### config.mk
export PLATFORM = sky130hd
export DESIGN_NAME = cop0_regfile
export DESIGN_NICKNAME = d
export VERILOG_FILES = /design/src/rtl/cop0_regfile.sv
export SDC_FILE = /design/constraint.sdc
export NUM_CORES = 1
export LEC_CHECK = 0
export BUFFER_PORTS_ARGS = -buffer_cell sky130_fd_sc_hd__buf_2
export CAP_MARGIN = 10
export CORE_AREA = 8 8 124 184
export DETAILED_ROUTE_END_ITERATION = 8
export DIE_AREA = 0 0 132 192
export PLACE_DENSITY = 0.75
export SLEW_MARGIN = 20
export SYNTH_ARGS = -nofsm -noshare
export SYNTH_HDL_FRONTEND = slang
export SYNTH_SLANG_ARGS = --single-unit
### constraint.sdc
create_clock -name clk -period 11.9 [get_ports clk]
set_clock_uncertainty 0.15 [all_clocks]
set_input_delay 3.57 -clock clk [delete_from_list [all_inputs] [get_ports clk]]
set_output_delay 3.57 -clock clk [all_outputs]
set_load 0.02 [all_outputs]
### src/rtl/cop0_regfile.sv
// MIPS CP0 register file: Status, Cause, EPC, BadVAddr, Count/Compare timer and PRId.
// Commit-stage exceptions, ERET and MTC0 writes are applied with exception > eret > write priority.
module cop0_regfile (
    input  logic        clk,
    input  logic        reset_n,
    input  logic        we,
    input  logic [4:0]  waddr,
    input  logic [2:0]  wsel,
    input  logic [31:0] wdata,
    input  logic [4:0]  raddr,
    input  logic [2:0]  rsel,
    output logic [31:0] rdata,
    input  logic        eret,
    input  logic        exc_valid,
    input  logic [4:0]  exc_code,
    input  logic [31:0] exc_pc,
    input  logic        exc_bd,
    input  logic        exc_bad_valid,
    input  logic [31:0] exc_badvaddr,
    input  logic [5:0]  hw_int,
    output logic [31:0] status,
    output logic [31:0] cause,
    output logic [31:0] epc,
    output logic        int_pending
);

    localparam logic [4:0]  RegBadVAddr = 5'd8;
    localparam logic [4:0]  RegCount    = 5'd9;
    localparam logic [4:0]  RegCompare  = 5'd11;
    localparam logic [4:0]  RegStatus   = 5'd12;
    localparam logic [4:0]  RegCause    = 5'd13;
    localparam logic [4:0]  RegEpc      = 5'd14;
    localparam logic [4:0]  RegPrid     = 5'd15;
    localparam logic [31:0] PridValue   = 32'h0001_8000;

    logic [7:0]  im_q, im_d;
    logic        exl_q, exl_d;
    logic        ie_q, ie_d;
    logic        bd_q, bd_d;
    logic        ti_q, ti_d;
    logic [5:0]  hw_q, hw_d;
    logic [1:0]  ip_sw_q, ip_sw_d;
    logic [4:0]  exccode_q, exccode_d;
    logic [31:0] epc_q, epc_d;
    logic [31:0] badvaddr_q, badvaddr_d;
    logic [31:0] count_q, count_d;
    logic [31:0] compare_q, compare_d;
    logic        toggle_q, toggle_d;

    logic        wr_en;
    logic        wr_count, wr_compare, wr_status, wr_cause, wr_epc;
    logic [7:0]  ip;

    function automatic logic [31:0] pack_status(input logic [7:0] im, input logic exl,
                                                input logic ie);
        return {9'b0, 1'b1, 6'b0, im, 6'b0, exl, ie};
    endfunction

    function automatic logic [31:0] pack_cause(input logic bd, input logic ti,
                                               input logic [7:0] ipv, input logic [4:0] code);
        return {bd, ti, 14'b0, ipv, 1'b0, code, 2'b0};
    endfunction

    // A write that loses to a same-cycle exception or eret is dropped entirely.
    assign wr_en      = we & ~exc_valid & ~eret & (wsel == 3'd0);
    assign wr_count   = wr_en & (waddr == RegCount);
    assign wr_compare = wr_en & (waddr == RegCompare);
    assign wr_status  = wr_en & (waddr == RegStatus);
    assign wr_cause   = wr_en & (waddr == RegCause);
    assign wr_epc     = wr_en & (waddr == RegEpc);

    assign ip          = {hw_q[5] | ti_q, hw_q[4:0], ip_sw_q};
    assign status      = pack_status(im_q, exl_q, ie_q);
    assign cause       = pack_cause(bd_q, ti_q, ip, exccode_q);
    assign epc         = epc_q;
    assign int_pending = ie_q & ~exl_q & |(ip & im_q);

    always_comb begin
        im_d       = im_q;
        exl_d      = exl_q;
        ie_d       = ie_q;
        bd_d       = bd_q;
        ti_d       = ti_q;
        hw_d       = hw_int;
        ip_sw_d    = ip_sw_q;
        exccode_d  = exccode_q;
        epc_d      = epc_q;
        badvaddr_d = badvaddr_q;
        compare_d  = compare_q;
        toggle_d   = ~toggle_q;
        count_d    = toggle_q ? count_q + 32'd1 : count_q;

        if (wr_count) begin
            count_d  = wdata;
            toggle_d = 1'b0;
        end
        if (wr_compare) begin
            compare_d = wdata;
        end
        if (wr_compare) begin
            ti_d = 1'b0;
        end else if (count_q == compare_q) begin
            ti_d = 1'b1;
        end

        if (exc_valid) begin
            exccode_d = exc_code;
            exl_d     = 1'b1;
            // Nested exceptions keep the original return point.
            if (!exl_q) begin
                epc_d = exc_bd ? exc_pc - 32'd4 : exc_pc;
                bd_d  = exc_bd;
            end
            if (exc_bad_valid) begin
                badvaddr_d = exc_badvaddr;
            end
        end else if (eret) begin
            exl_d = 1'b0;
        end else begin
            if (wr_status) begin
                im_d  = wdata[15:8];
                exl_d = wdata[1];
                ie_d  = wdata[0];
            end
            if (wr_cause) begin
                ip_sw_d = wdata[9:8];
            end
            if (wr_epc) begin
                epc_d = wdata;
            end
        end
    end

    always_ff @(posedge clk or negedge reset_n) begin
        if (!reset_n) begin
            im_q       <= '0;
            exl_q      <= 1'b0;
            ie_q       <= 1'b0;
            bd_q       <= 1'b0;
            ti_q       <= 1'b0;
            hw_q       <= '0;
            ip_sw_q    <= '0;
            exccode_q  <= '0;
            epc_q      <= '0;
            badvaddr_q <= '0;
            count_q    <= '0;
            compare_q  <= '0;
            toggle_q   <= 1'b0;
        end else begin
            im_q       <= im_d;
            exl_q      <= exl_d;
            ie_q       <= ie_d;
            bd_q       <= bd_d;
            ti_q       <= ti_d;
            hw_q       <= hw_d;
            ip_sw_q    <= ip_sw_d;
            exccode_q  <= exccode_d;
            epc_q      <= epc_d;
            badvaddr_q <= badvaddr_d;
            count_q    <= count_d;
            compare_q  <= compare_d;
            toggle_q   <= toggle_d;
        end
    end

    // Combinational MFC0; a same-cycle MTC0 to the same register is forwarded with masking.
    always_comb begin
        logic fwd;
        fwd   = wr_en & (waddr == raddr);
        rdata = '0;
        if (rsel == 3'd0) begin
            case (raddr)
                RegBadVAddr: rdata = badvaddr_q;
                RegCount:    rdata = fwd ? wdata : count_q;
                RegCompare:  rdata = fwd ? wdata : compare_q;
                RegStatus:   rdata = fwd ? pack_status(wdata[15:8], wdata[1], wdata[0]) : status;
                RegCause:    rdata = fwd ? pack_cause(bd_q, ti_q, {ip[7:2], wdata[9:8]}, exccode_q)
                                         : cause;
                RegEpc:      rdata = fwd ? wdata : epc_q;
                RegPrid:     rdata = PridValue;
                default:     rdata = '0;
            endcase
        end
    end

endmodule

* After elaboration in Yosys (flattened, before gate mapping)
Index checks and enable logic that the tools add are counted.
** Operators by class
- Add/subtract/negate cells :: 2
- Equality and inequality tests :: 16
- Multiplexer cells :: 20
- Bitwise operators :: 17
- Reductions and logical operators :: 12
** Operators by type and width (count)
- 32-bit two-way mux :: 11
- 32-bit one-hot mux with 7 select lines :: 1
- 5-bit by 4-bit == test with 1-bit output, second input constant :: 12
- 32-bit by 1-bit adder with 32-bit output, second input constant :: 1
- 32-bit == test :: 1
- 32-bit by 3-bit subtractor with 32-bit output, second input constant :: 1
- 16-bit two-way mux :: 1
- 1-bit AND :: 11
- 10-bit two-way mux :: 1
- 3-bit AND reduction :: 3
- 8-bit AND :: 1
- 8-bit OR reduction :: 1
- 3-bit logical NOT :: 2
- 1-bit two-way mux :: 6
- 2-bit nonzero test :: 3
- 5-bit == test :: 1
- 1-bit NOT :: 4
- 2-bit AND reduction :: 2
- 3-bit nonzero test :: 1
- 2-bit by 1-bit != test with 1-bit output, second input constant :: 1
- 2-bit != test, second input constant :: 1
- 1-bit bitwise OR :: 1
** Storage, ports and cells
- Bits in registers :: 154
- Input port bits :: 130
- Output and inout port bits :: 129
- Word-level logic and storage cells :: 80

* Logic depth before layout (Yosys ltp)
- Word-level depth :: 8
- Depth in mapped cells :: 9
- Depth with buffers taken out :: 7

* Worst setup path before layout
Ideal clock, no wire load.
- Path type :: input-to-output
- Start :: input raddr[0]
- End :: output rdata[8]
- Arrival time :: 5358 ps
- Setup slack :: 2822 ps
- Stages :: 9
- Path through :: clkbuf_1 -> and2_1 -> buf_2 -> and2_1 -> buf_2 -> clkbuf_1 -> a22oi_1 -> a31o_1 -> a31oi_1
** On the way
- Longest elaborated chain between the ends :: 5
** RTL lines
- from (decl) :: RTL line 10 : input logic [4:0] raddr,
- 5-bit == test :: RTL line 169 : fwd = wr_en & (waddr == raddr);
- 1-bit AND :: RTL line 169
- 32-bit two-way mux (tied with other cells) :: RTL line 179 : RegEpc: rdata = fwd ? wdata : epc_q;
- 32-bit one-hot mux with 7 select lines * :: RTL line 172 : case (raddr)
- 32-bit two-way mux * :: RTL line 171 : if (rsel == 3'd0) begin
- to (decl) :: RTL line 12 : output logic [31:0] rdata,
Mark *: on every way between the ends. The rest lies on a longest branch, timed or not.

* Worst setup path in the final report
- Start :: input wsel[1]
- End :: output rdata[3]
** On the way
- Longest elaborated chain between the ends :: 6
** RTL lines
- from (decl) :: RTL line 8 : input logic [2:0] wsel,
- 3-bit logical NOT * :: RTL line 65 : assign wr_en = we & ~exc_valid & ~eret & (wsel == 3'd0);
- 1-bit AND * :: RTL line 65
- 1-bit AND * :: RTL line 169
- 32-bit two-way mux, on equally long branches :: RTL line 179, 174, 175
- 32-bit one-hot mux with 7 select lines * :: RTL line 172
- 32-bit two-way mux * :: RTL line 171
Marks and branches as above.

==> metrics <==
status finished clean; capture point of the worst reg-to-reg path count_q[26]; pre-CTS setup slack between 1.5 and 2 ns; GRT Util Overall 0.2686; drt wl/cell 23.26 um; Clock Tree Root clkbuf_16; # DRC 0; Leak 5.062 nW; Iter 0 DRT Violations between 800 and 900; fin. max-slew vios 0; NumNets Final between 1,000 and 1,500; Placer Congestion between 0.9 and 1; WP data required roughly 8.2 ns; RSZ-0062 raised after global routing false; max_cap viols 0; largest net degree at the start of global routing 94; Avg Inst Size Synth between 9 and 10 um^2; EDFF count, synth 0; n_diodes 0; Worst-Skew Late Latency about 0.44 ns; Hold Vio Cnt, Final 0; worst reg2reg path depth 5; hold endpoint badvaddr_q[1]; initial antenna violation count 0; Worst Setup End Kind output pin; Final ANT Viol Nets 0; # clock sinks between 150 and 200; register bit count reported by yosys between 150 and 200; TNS Setup 0 ns; Fmax just under 100 MHz; first drt pass iteration count 5; share of post-route cells with drive strength above 1 0.2615; Final Critical Period 10.28 ns; Yosys cell types 64; share of the synthesized area in the top cell type 0.3905; most frequent cells in the layout buf_2 (218), dfrtp_1 (154), nand2_1 (77), nand3_1 (69), xnor2_1 (58); Max transition margin 0.2257; crit path DAT between 6 and 7 ns; GRT overflow 0; Clock power frac 0.371; height of the chip ~190 um; post-layout util 0.5735; Comb power frac 0.189; global-route wire length before repair about 53,000 um; Synth Cell Area between 9000 and 10,000 um^2; worst hold path type flip-flop to flip-flop; Fillers around 1,800; Slew @ Worst Pin about 1.2 ns; Area growth syn-to-layout 16.79%; Power Internal around 0.97 mW; Worst Setup Start Kind input port; Initial Utilization 0.4910; worst flop-to-flop path startpoint count_q[6]; Setup CP Type input port to output pin; # port buffers between 200 and 250; Total Wirelength around 35,000 um; ys flop type dfrtp_1; total CTS buffers 17; sequential fraction of design power 0.441; Ys Warns 0; hold_buf cts 0; asr flop ratio synth 1.000; fin crit share 0.8638; CORE AREA between 20,000 and 25,000 um^2; Synth area leader dfrtp_1; P_sw slightly below 0.5 mW; most common cell after layout, fill and taps aside buf_2; worst setup margin approximately 1.6 ns; Area contributors post-synth dfrtp_1 (39%), xnor2_1 (5.1%), mux2_2 (5.1%); num rows 64; number of post-CTS setup repair buffers 0; Hold Crit Depth 1; clock-pin slew of the registers on the worst-case setup and hold paths 0.07 ns; via/cell ratio slightly above 6; power per cell area 127.1 nW/um^2; Worst Hold Launch badvaddr_q[1]; sequential share of the synthesized area 0.3905; hpwl dp 26,780 um; worst hold slack between 0.3 and 0.4 ns; clk buf depth 2; vias about 9,200; crit path max fanout 27; Ports about 260; peak supply drop 102.5 uV; FF-to-FF setup slack about 9.4 ns; Die Width 132 um; cts repair resizes 0; vias in the first global route 9,335; Post-Syn Instances 1,065; CTS tree yes; die footprint around 25,000 um^2; Switching Share 0.3375; H-tree levels 4; Final setup viols 0
-- synth_stat cells, types with 8 or more instances --
master,instances
a21bo_1,8
a21oi_1,54
a22o_1,34
a22oi_1,16
a31oi_1,27
and2_1,9
and3_1,10
buf_2,12
buf_4,48
clkbuf_1,60
dfrtp_1,154
inv_1,14
mux2_1,32
mux2_2,45
mux2i_1,13
nand2_1,77
nand3_1,69
nand4_1,31
nor2_1,54
nor3_1,22
nor3b_1,8
nor4_1,19
o21ai_0,15
o21ai_1,30
xnor2_1,58
xor2_1,34
-- routing by layer --
layer,share of wire,up-vias,track usage
li1,-,4145,-
met1,0.36,4481,0.2823
met2,0.50,484,0.4627
met3,0.078,116,0.07042
met4,0.068,0,0.1902
met5,0,-,0
-- through the flow --
| step | cell area (um^2) | std cells | power (mW) |
|---|---|---|---|
| final | 11530 | 1507 | 1.465 |
| after global routing | 11530 | 1507 | 1.522 |
| after CTS | 11520 | 1507 | 1.468 |
| after detailed placement | 10920 | 1475 | 0.9293 |
| after global placement | 10920 | 1475 | 0.9238 |
| after floorplan | 10010 | 1102 | 0.8122 |
-- cell type report --
cell class,instances,area [um^2],share of cell area
multi-input cells,808,5468,0.4744
clock inverters,15,173.9,0.01509
inverters,14,52.55,0.004559
clock buffers,17,425.4,0.03691
flip-flops and latches,154,3854,0.3343
well taps,264,330.3,0.02866
repair buffers,235,1222,0.1061
-- how the worst max path moves through the flow --
stage,from,to,slack (ns)
after floorplan,raddr[0],rdata[8],2.82
after CTS,wsel[1],rdata[6],1.72
final,wsel[1],rdata[3],1.62
after detailed placement,wsel[1],rdata[6],1.75
after global placement,wsel[1],rdata[5],1.79
after global routing,wsel[1],rdata[5],1.43
-- critical path, cell delays in order --
cell	delay (ns)
buf_2	0.10
nor4b_2	0.47
and4_1	0.78
nand2_1	0.92
a21oi_1	0.40
a31oi_1	0.13
buf_2	0.17
-- cell families (layout without fill, tap and decap cells) --
group / after synthesis / in the layout / share of synthesized area
simple gates: 350 / 350 / 0.1880
compound gates: 235 / 235 / 0.1625
flops: 154 / 154 / 0.3905
buf+inv: 140 / 281 / 0.07302
xor+xnor: 92 / 92 / 0.08164
mux: 90 / 90 / 0.1010
fa+ha+maj: 2 / 2 / 0.002535
other cells: 2 / 39 / 0.0007609
-- state kept, by name (all words and copies together), names as in the netlist --
| signal | flops |
|---|---|
| exccode_q | 5 |
| exl_q | 1 |
| epc | 32 |
| badvaddr_q | 32 |
| count_q | 32 |
| ie_q | 1 |
| hw_q | 6 |
| bd_q | 1 |
| ti_q | 1 |
| compare_q | 32 |
| im_q | 8 |
| toggle_q | 1 |
| ip_sw_q | 2 |
-- power by group through the flow --
stage | Sequential, mW | Combinational [mW] | Clock (mW)
2_1_floorplan | 0.650 | 0.162 | 0
3_3_place_gp | 0.652 | 0.271 | 0
3_5_place_dp | 0.655 | 0.275 | 0
4_1_cts | 0.645 | 0.276 | 0.548
5_1_grt | 0.652 | 0.300 | 0.571
6_report | 0.646 | 0.276 | 0.543
No activity file was read; power rests on OpenSTA's default activity.
